<file path="config.mk">
export PLATFORM = sky130hd
export DESIGN_NAME = mycpu_id_scoreboard
export DESIGN_NICKNAME = d
export VERILOG_FILES = /design/src/rtl/mycpu_pkg.sv /design/src/rtl/mycpu_sb_counter.sv /design/src/rtl/mycpu_id_scoreboard.sv
export SDC_FILE = /design/constraint.sdc
export NUM_CORES = 1
export LEC_CHECK = 0
export ABC_AREA = 1
export ABC_CLOCK_PERIOD_IN_PS = 4500
export CELL_PAD_IN_SITES_DETAIL_PLACEMENT = 1
export CELL_PAD_IN_SITES_GLOBAL_PLACEMENT = 1
export CORE_MARGIN = 2
export CORE_UTILIZATION = 42
export DETAILED_ROUTE_END_ITERATION = 8
export PLACE_DENSITY_LB_ADDON = 0.1
export SLEW_MARGIN = 5
export SYNTH_ARGS = -nofsm -noshare
export SYNTH_HDL_FRONTEND = slang
export SYNTH_HIERARCHICAL = 1
export SYNTH_SLANG_ARGS = --single-unit
</file>
<file path="constraint.sdc">
create_clock -name clk -period 4.5 [get_ports clk]
set_clock_uncertainty 0.1 [all_clocks]
set_input_delay 1.35 -clock clk [delete_from_list [all_inputs] [get_ports clk]]
set_output_delay 1.35 -clock clk [all_outputs]
set_load 0.02 [all_outputs]
</file>
<file path="src/rtl/mycpu_pkg.sv">
// rtl/mycpu_pkg.sv - shared register-file constants and index type for the ID stage
package mycpu_pkg;

    localparam int REG_AW   = 5;
    localparam int NUM_REGS = 32;

    typedef logic [REG_AW-1:0] reg_idx_t;

    localparam reg_idx_t REG_ZERO = '0;

endpackage

</file>
<file path="src/rtl/mycpu_sb_counter.sv">
// rtl/mycpu_sb_counter.sv - per-register pending-write counter with saturation and underflow guard
module mycpu_sb_counter #(
    parameter int CNT_W = 2
) (
    input  logic             clk,
    input  logic             rst,
    input  logic             inc_i,
    input  logic             dec_i,
    output logic [CNT_W-1:0] count_o,
    output logic             busy_o,
    output logic             is_zero_o,
    output logic             is_max_o,
    output logic             underflow_o
);

    logic [CNT_W-1:0] count_q, count_d;
    logic             busy_q;
    logic             dec_eff;

    assign is_zero_o   = (count_q == '0);
    assign is_max_o    = (count_q == {CNT_W{1'b1}});
    assign underflow_o = dec_i & is_zero_o;
    assign dec_eff     = dec_i & ~is_zero_o;
    assign count_o     = count_q;
    assign busy_o      = busy_q;

    // A simultaneous retire and new write on the same register cancel out.
    always_comb begin
        count_d = count_q;
        if (inc_i && !dec_eff && !is_max_o) begin
            count_d = count_q + 1'b1;
        end else if (dec_eff && !inc_i) begin
            count_d = count_q - 1'b1;
        end
    end

    always_ff @(posedge clk) begin
        if (rst) begin
            count_q <= '0;
            busy_q  <= 1'b0;
        end else begin
            count_q <= count_d;
            busy_q  <= (count_d != '0);
        end
    end

endmodule

</file>
<file path="src/rtl/mycpu_id_scoreboard.sv">
// rtl/mycpu_id_scoreboard.sv - ID-stage register scoreboard: hazard detect, issue/stall, stall counter, error flag
module mycpu_id_scoreboard
    import mycpu_pkg::*;
#(
    parameter int CNT_W     = 2,
    parameter bit WB_BYPASS = 1'b1
) (
    input  logic                clk,
    input  logic                rst,
    input  logic                id_valid,
    input  logic [REG_AW-1:0]   id_rs,
    input  logic [REG_AW-1:0]   id_rt,
    input  logic                id_use_rs,
    input  logic                id_use_rt,
    input  logic                id_wen,
    input  logic [REG_AW-1:0]   id_dest,
    input  logic                ex_ready,
    input  logic                flush,
    input  logic                wb_wen,
    input  logic [REG_AW-1:0]   wb_waddr,
    output logic                issue,
    output logic                stall,
    output logic [NUM_REGS-1:0] busy_mask,
    output logic [31:0]         stall_cnt,
    output logic                sb_err
);

    logic [CNT_W-1:0]    cnt [NUM_REGS];
    logic [NUM_REGS-1:0] cnt_zero, cnt_max, cnt_udf;
    logic                inc;
    logic                rs_busy, rt_busy, dest_full, hazard;
    logic                err_set;
    logic [31:0]         stall_cnt_q, stall_cnt_d;
    logic                sb_err_q, sb_err_d;

    // Register 0 is hardwired: never pending, never full, never in error.
    assign cnt[0]       = '0;
    assign cnt_zero[0]  = 1'b1;
    assign cnt_max[0]   = 1'b0;
    assign cnt_udf[0]   = 1'b0;
    assign busy_mask[0] = 1'b0;

    for (genvar i = 1; i < NUM_REGS; i++) begin : g_cnt
        mycpu_sb_counter #(.CNT_W(CNT_W)) u_cnt (
            .clk        (clk),
            .rst        (rst),
            .inc_i      (inc && (id_dest == reg_idx_t'(i))),
            .dec_i      (wb_wen && (wb_waddr == reg_idx_t'(i))),
            .count_o    (cnt[i]),
            .busy_o     (busy_mask[i]),
            .is_zero_o  (cnt_zero[i]),
            .is_max_o   (cnt_max[i]),
            .underflow_o(cnt_udf[i])
        );
    end

    // The last outstanding write retiring this cycle is forwarded by the register file.
    assign rs_busy = !cnt_zero[id_rs] &&
                     !(WB_BYPASS && wb_wen && (wb_waddr == id_rs) && (cnt[id_rs] == CNT_W'(1)));
    assign rt_busy = !cnt_zero[id_rt] &&
                     !(WB_BYPASS && wb_wen && (wb_waddr == id_rt) && (cnt[id_rt] == CNT_W'(1)));
    assign dest_full = id_wen && (id_dest != REG_ZERO) && cnt_max[id_dest];

    assign hazard = (id_use_rs && rs_busy) || (id_use_rt && rt_busy) || dest_full;
    assign issue  = !rst && id_valid && !flush && !hazard && ex_ready;
    assign stall  = !rst && id_valid && !flush && (hazard || !ex_ready);
    assign inc    = issue && id_wen && (id_dest != REG_ZERO);

    assign err_set = (|cnt_udf) || (inc && cnt_max[id_dest]);

    always_comb begin
        stall_cnt_d = stall_cnt_q;
        if (stall && (stall_cnt_q != 32'hFFFF_FFFF)) begin
            stall_cnt_d = stall_cnt_q + 32'd1;
        end
        sb_err_d = sb_err_q | err_set;
    end

    always_ff @(posedge clk) begin
        if (rst) begin
            stall_cnt_q <= '0;
            sb_err_q    <= 1'b0;
        end else begin
            stall_cnt_q <= stall_cnt_d;
            sb_err_q    <= sb_err_d;
        end
    end

    assign stall_cnt = stall_cnt_q;
    assign sb_err    = sb_err_q;

endmodule

</file>
# ---- Word-level counts from Yosys, hierarchy flattened
# Cells that the tools add are included.
dict set report classes {
  addsub 63
  magnitude_cmp 5
  eq_ne 98
  muxes 74
  bitwise_logic 96
  n_reduce_logical 343
}
# op count
set op_table {}
lappend op_table {{1-bit logical AND} 174}
lappend op_table {{5-bit equality test, second input constant} 32}
lappend op_table {{2-bit 2-to-1 mux} 66}
lappend op_table {{1-bit zero test} 101}
lappend op_table {{5-bit by 4-bit equality test with 1-bit output, second input constant} 16}
lappend op_table {{2-bit by 1-bit adder with 2-bit output, second input constant} 31}
lappend op_table {{1-bit bitwise AND} 62}
lappend op_table {{2-bit equality test, second input constant} 31}
lappend op_table {{2-bit zero test} 31}
lappend op_table {{2-bit nonzero test} 31}
lappend op_table {{2-bit by 1-bit subtractor with 2-bit output, second input constant} 31}
lappend op_table {{5-bit by 3-bit equality test with 1-bit output, second input constant} 8}
lappend op_table {{32-bit by 1-bit adder with 32-bit output, second input constant} 1}
lappend op_table {{32-bit inequality test, second input constant} 1}
lappend op_table {{1-bit inverter} 31}
lappend op_table {{31-bit OR reduction} 1}
lappend op_table {{2-bit binary-select mux with 5-bit select} 2}
lappend op_table {{5-bit by 2-bit equality test with 1-bit output, second input constant} 4}
lappend op_table {{5-bit by 6-bit < comparator with 1-bit output, second input constant} 3}
lappend op_table {{1-bit binary-select mux with 5-bit select} 3}
lappend op_table {{6-bit greater-or-equal comparator, second input constant} 2}
lappend op_table {{5-bit inverter with 6-bit output} 2}
lappend op_table {{5-bit by 1-bit equality test with 1-bit output, second input constant} 2}
lappend op_table {{5-bit equality test} 2}
lappend op_table {{5 further kinds} 11}
dict set report totals {
  register_bits 126
  input_bits 29
}

# ---- Depth between registers and ports, before layout
dict set report depth {
  ltp_word 22
  ltp_mapped 25
  ltp_nobuf 23
}

# ---- By module
# The synthesis kept the hierarchy.
# module instances cells_per_inst area_each_um2
set modules_own_cells {}
lappend modules_own_cells {mycpu_sb_counter 31 32 211.5}
lappend modules_own_cells {mycpu_id_scoreboard 1 900 4740.8}

# ---- Worst setup path before layout
# No wires, ideal clock.
dict set report synth_path {
  path_type {in2out}
  startpoint {input port id_rt[1]}
  endpoint {output port stall}
  arrival_time_ns 2.895
  path_slack_ns 0.155
  cell_stages 14
  n_path_buf 2
  cell_sequence {buf_4 -> inv_2 -> nand2_1 -> or2_2 -> nand4_1 -> nand2_1 -> nor2_1 -> nand2_1 -> nand3_1 -> nand3_1 -> nand3_4 -> buf_2 -> nand2_1 -> inv_1}
}
dict set report synth_between {
  elab_chain_len 13
  elab_cells_between_ends 18
  cone_classes {eq/ne (2); mux (5); bitwise (1); reduce/logical (10)}
}
# element line
set synth_lines {}
lappend synth_lines {{start, declared} mycpu_id_scoreboard.sv:12} ;# input logic [REG_AW-1:0] id_rt,
lappend synth_lines {{5-bit inverter with 6-bit output (implied by the code)} mycpu_id_scoreboard.sv:61} ;# !(WB_BYPASS && wb_wen && (wb_waddr == id_rt) && (cnt[id_rt] == CNT_W'(1)));
lappend synth_lines {{2-bit binary-select mux with 5-bit select} mycpu_id_scoreboard.sv:61}
lappend synth_lines {{2-bit 2-to-1 mux (implied by the code) (2 in a row)} mycpu_id_scoreboard.sv:61}
lappend synth_lines {{2-bit by 1-bit equality test with 1-bit output} mycpu_id_scoreboard.sv:61}
lappend synth_lines {{1-bit logical AND} mycpu_id_scoreboard.sv:61}
lappend synth_lines {{1-bit zero test} mycpu_id_scoreboard.sv:61}
lappend synth_lines {{1-bit logical AND *} mycpu_id_scoreboard.sv:60} ;# assign rt_busy = !cnt_zero[id_rt] &&
lappend synth_lines {{1-bit logical AND *} mycpu_id_scoreboard.sv:64} ;# assign hazard = (id_use_rs && rs_busy) || (id_use_rt && rt_busy) || dest_full;
lappend synth_lines {{1-bit logical OR * (2 in a row)} mycpu_id_scoreboard.sv:64}
lappend synth_lines {{1-bit logical OR *} mycpu_id_scoreboard.sv:66} ;# assign stall = !rst && id_valid && !flush && (hazard || !ex_ready);
lappend synth_lines {{1-bit logical AND *} mycpu_id_scoreboard.sv:66}
lappend synth_lines {{end, declared} mycpu_id_scoreboard.sv:22} ;# output logic stall,
# Mark *: on every way between the ends. The rest lies on a longest branch, timed or not. The select of a mux whose other input is x is not followed.

# ---- Worst setup path after layout
dict set report layout_path {
  startpoint {input port id_rt[0]}
  endpoint {output port stall}
}
# Same word-level chain as after synthesis.

==> qor.csv <==
metric,value,unit
arrival time at the worst endpoint,3.02,ns
synth unique cells,32,
die width,168,um
number of global-route vias before repair,13145,
Sink Count,126,
Syn Nets,2015,
# DRC,0,
via count,12700,
Hold WS,0.394,ns
Placed Cells,2372,
setup violators final,0,
Final Util,53.1,%
fmax,224,MHz
Post-DP HPWL,34.6,mm
CTS tree,done,
cts hold-fix bufs,0,
Final period util,99.4,%
Clock Tree Root,clkbuf_16,
maxcap violations,0,
R2R Setup Slk,1.06,ns
row count,60,
hold path cells,2,
Setup crit end kind,output port,
"critical path fanouts, max",7,
Yosys top cell by area,dfxtp_1,
min-delay src,stall_cnt[16]$_SDFFE_PP0P_,
Final Cell Area,14200,sq um
largest net degree at the start of global routing,64,
Min-Delay Endpoint,stall_cnt[16]$_SDFFE_PP0P_,
antenna violations before repair,0,
min Tclk post-route,4.47,ns
Final Max Tran Viols,0,
"Req. time, crit path",3.05,ns
Vert. Die Dim,168,um
register bit total from synthesis,126,
Iteration-0 DRC Markers,713,
worst r2r src,g_cnt[6].u_cnt/count_o[0]$_SDFF_PP0_,
Non-Filler Instances,2421,
clk_lat worst skew,0.44,ns
antenna-violating nets left,0,
first-pass GRT wire length,68.0,mm
Synth warnings,6,
Overflow after GRT,0,
P_leak,0.00749,uW
Routed WL,43.5,mm
Mapped Avg Cell Area,5.97,sq um
Worst-path clk slew,0.06,ns
HP Class,reg2reg,
Hold Fails Final Rpt,0,
gr usage total,30.7,%
post-synthesis cell count,1892,
"Cell Area, Placed",13200,sq um
relative slew slack,43.9,%
share of layout cells above drive strength 1,17.0,%
CTS buffer count,17,
DR WL/cell,18.0,um
post-synthesis cell area,11300,sq um
Starting Density,42.4,%
# IOs,96,
CTS max path bufs,2,
Synth top area share,22.3,%
Vias/cell,5.25,
Core Area,26700,sq um
nets@finish,2189,
maximum vdd drop,0.203,mV
Crit Reg-Reg Endpoint,g_cnt[16].u_cnt/busy_o$_SDFF_PP0_,
r2r worst-path depth,26,
Critical Path Start Type,input pin,
critical path class,in2out,
status,"complete, no violations",
Area Overhead vs Synth,25.3,%
"top cells by area, synth","dfxtp_1 (22%), nand2_1 (16%), inv_1 (12%), nand3_1 (11%), ha_1 (10%)",
"most common cell after layout, fill and taps aside",nand2_1,
global placement routability congestion,0.988,
IO buf count,94,
H-Tree Level Count,4,
Power per Cell Area,210,nW/um^2
most frequent cells in the layout,"nand2_1 (472), inv_1 (365), nand3_1 (247), dfxtp_1 (126), nor2_1 (103)",
Slew @ Worst Pin,0.841,ns
first-pass iteration count of the detailed router,5,
sequential-to-total area share from yosys stat,22.3,%
Tot Pwr,2970,uW
die area,28200,sq um
-- metrics by stage --
step / setup TNS, ns / setup WS [ns]
after floorplan: 0 / 0.155
after global placement: -32.82 / -1.08
after detailed placement: -35.77 / -1.08
after CTS: 0 / 0.00277
after global routing: -0.0657 / -0.0388
final: 0 / 0.0259
-- power by group --
| group | switching (uW) | leakage [uW] | internal (uW) |
|---|---|---|---|
| logic | 247 | 0.00620 | 157 |
| registers | 2.90 | 0.00101 | 1120 |
| clock network | 616 | 0.000276 | 827 |
-- kinds of logic after synthesis --
group,synth area share [%]
adder cells (fa/ha/maj),10.4
other,0.0332
flip-flops,22.3
XOR/XNOR,2.33
buffers and inverters,16.0
AND/OR/NAND/NOR,44.0
AO/OA/AOI/OAI,4.94
-- area by class of cell --
type                       count  area [sq um]
antenna                        1          2.50
multi-input combinational   1309          7150
tap                          341           427
inverter                     410          1550
fill                        3657         12500
clock inverter                14           159
timing repair buffer         202          1910
sequential                   126          2520
clock buffer                  18           429
-- what timing repair did --
action,CTS,global route
cloned,2,1
pin swaps,20,23
gates resized for setup,112,55
endpoints found under the setup margin,12,2
buffers inserted,4,10
-- flip-flops by register name, indices dropped and copies added (netlist names) --
name / cells
g_cnt.u_cnt/count_o: 62
stall_cnt: 32
sb_err: 1
g_cnt.u_cnt/busy_o: 31
-- worst max-delay path by stage --
stage,from,to,slack (ns),depth (start not counted)
global route,id_rt[0],stall,-0.04,16
CTS,wb_waddr[1],issue,0.003,14
finish,id_rt[0],stall,0.03,16
global placement,id_rs[2],issue,-1.08,13
detailed placement,id_rs[2],issue,-1.08,13
floorplan,id_rt[1],stall,0.15,14
-- metal layers --
metal	up-vias	wire, um	global-route usage (%)
met5	-	0	0
met4	0	1280	10.2
met3	68	2140	4.87
met2	306	20800	54.3
met1	6093	19200	37.9
li1	6233	-	-
-- synthesized netlist by cell type (all sizes together) --
library cell / n
a21oi: 50
a22oi: 6
a31oi: 2
buf: 37
clkbuf: 10
clkinv: 1
conb: 1
dfxtp: 126
ha: 94
inv: 409
nand2: 543
nand3: 261
nand4: 69
nor2: 161
nor3: 21
nor3b: 2
nor4: 21
o211ai: 6
o21ai: 41
or2: 1
xnor2: 8
xor2: 22
-- worst max-delay path: stages --
cell       delay [ns]
clkbuf_2         0.10
buf_8            0.16
clkinv_8         0.10
clkbuf_16        0.17
o21ai_0          0.15
nand2_1          0.10
nand2_1          0.10
nand2_1          0.07
nor2_1           0.11
nand2_1          0.08
nand3_2          0.07
nand3_2          0.08
nand3_4          0.13
nand2_2          0.06
inv_2            0.06
buf_6            0.11
(Power assumes the default switching activity.)
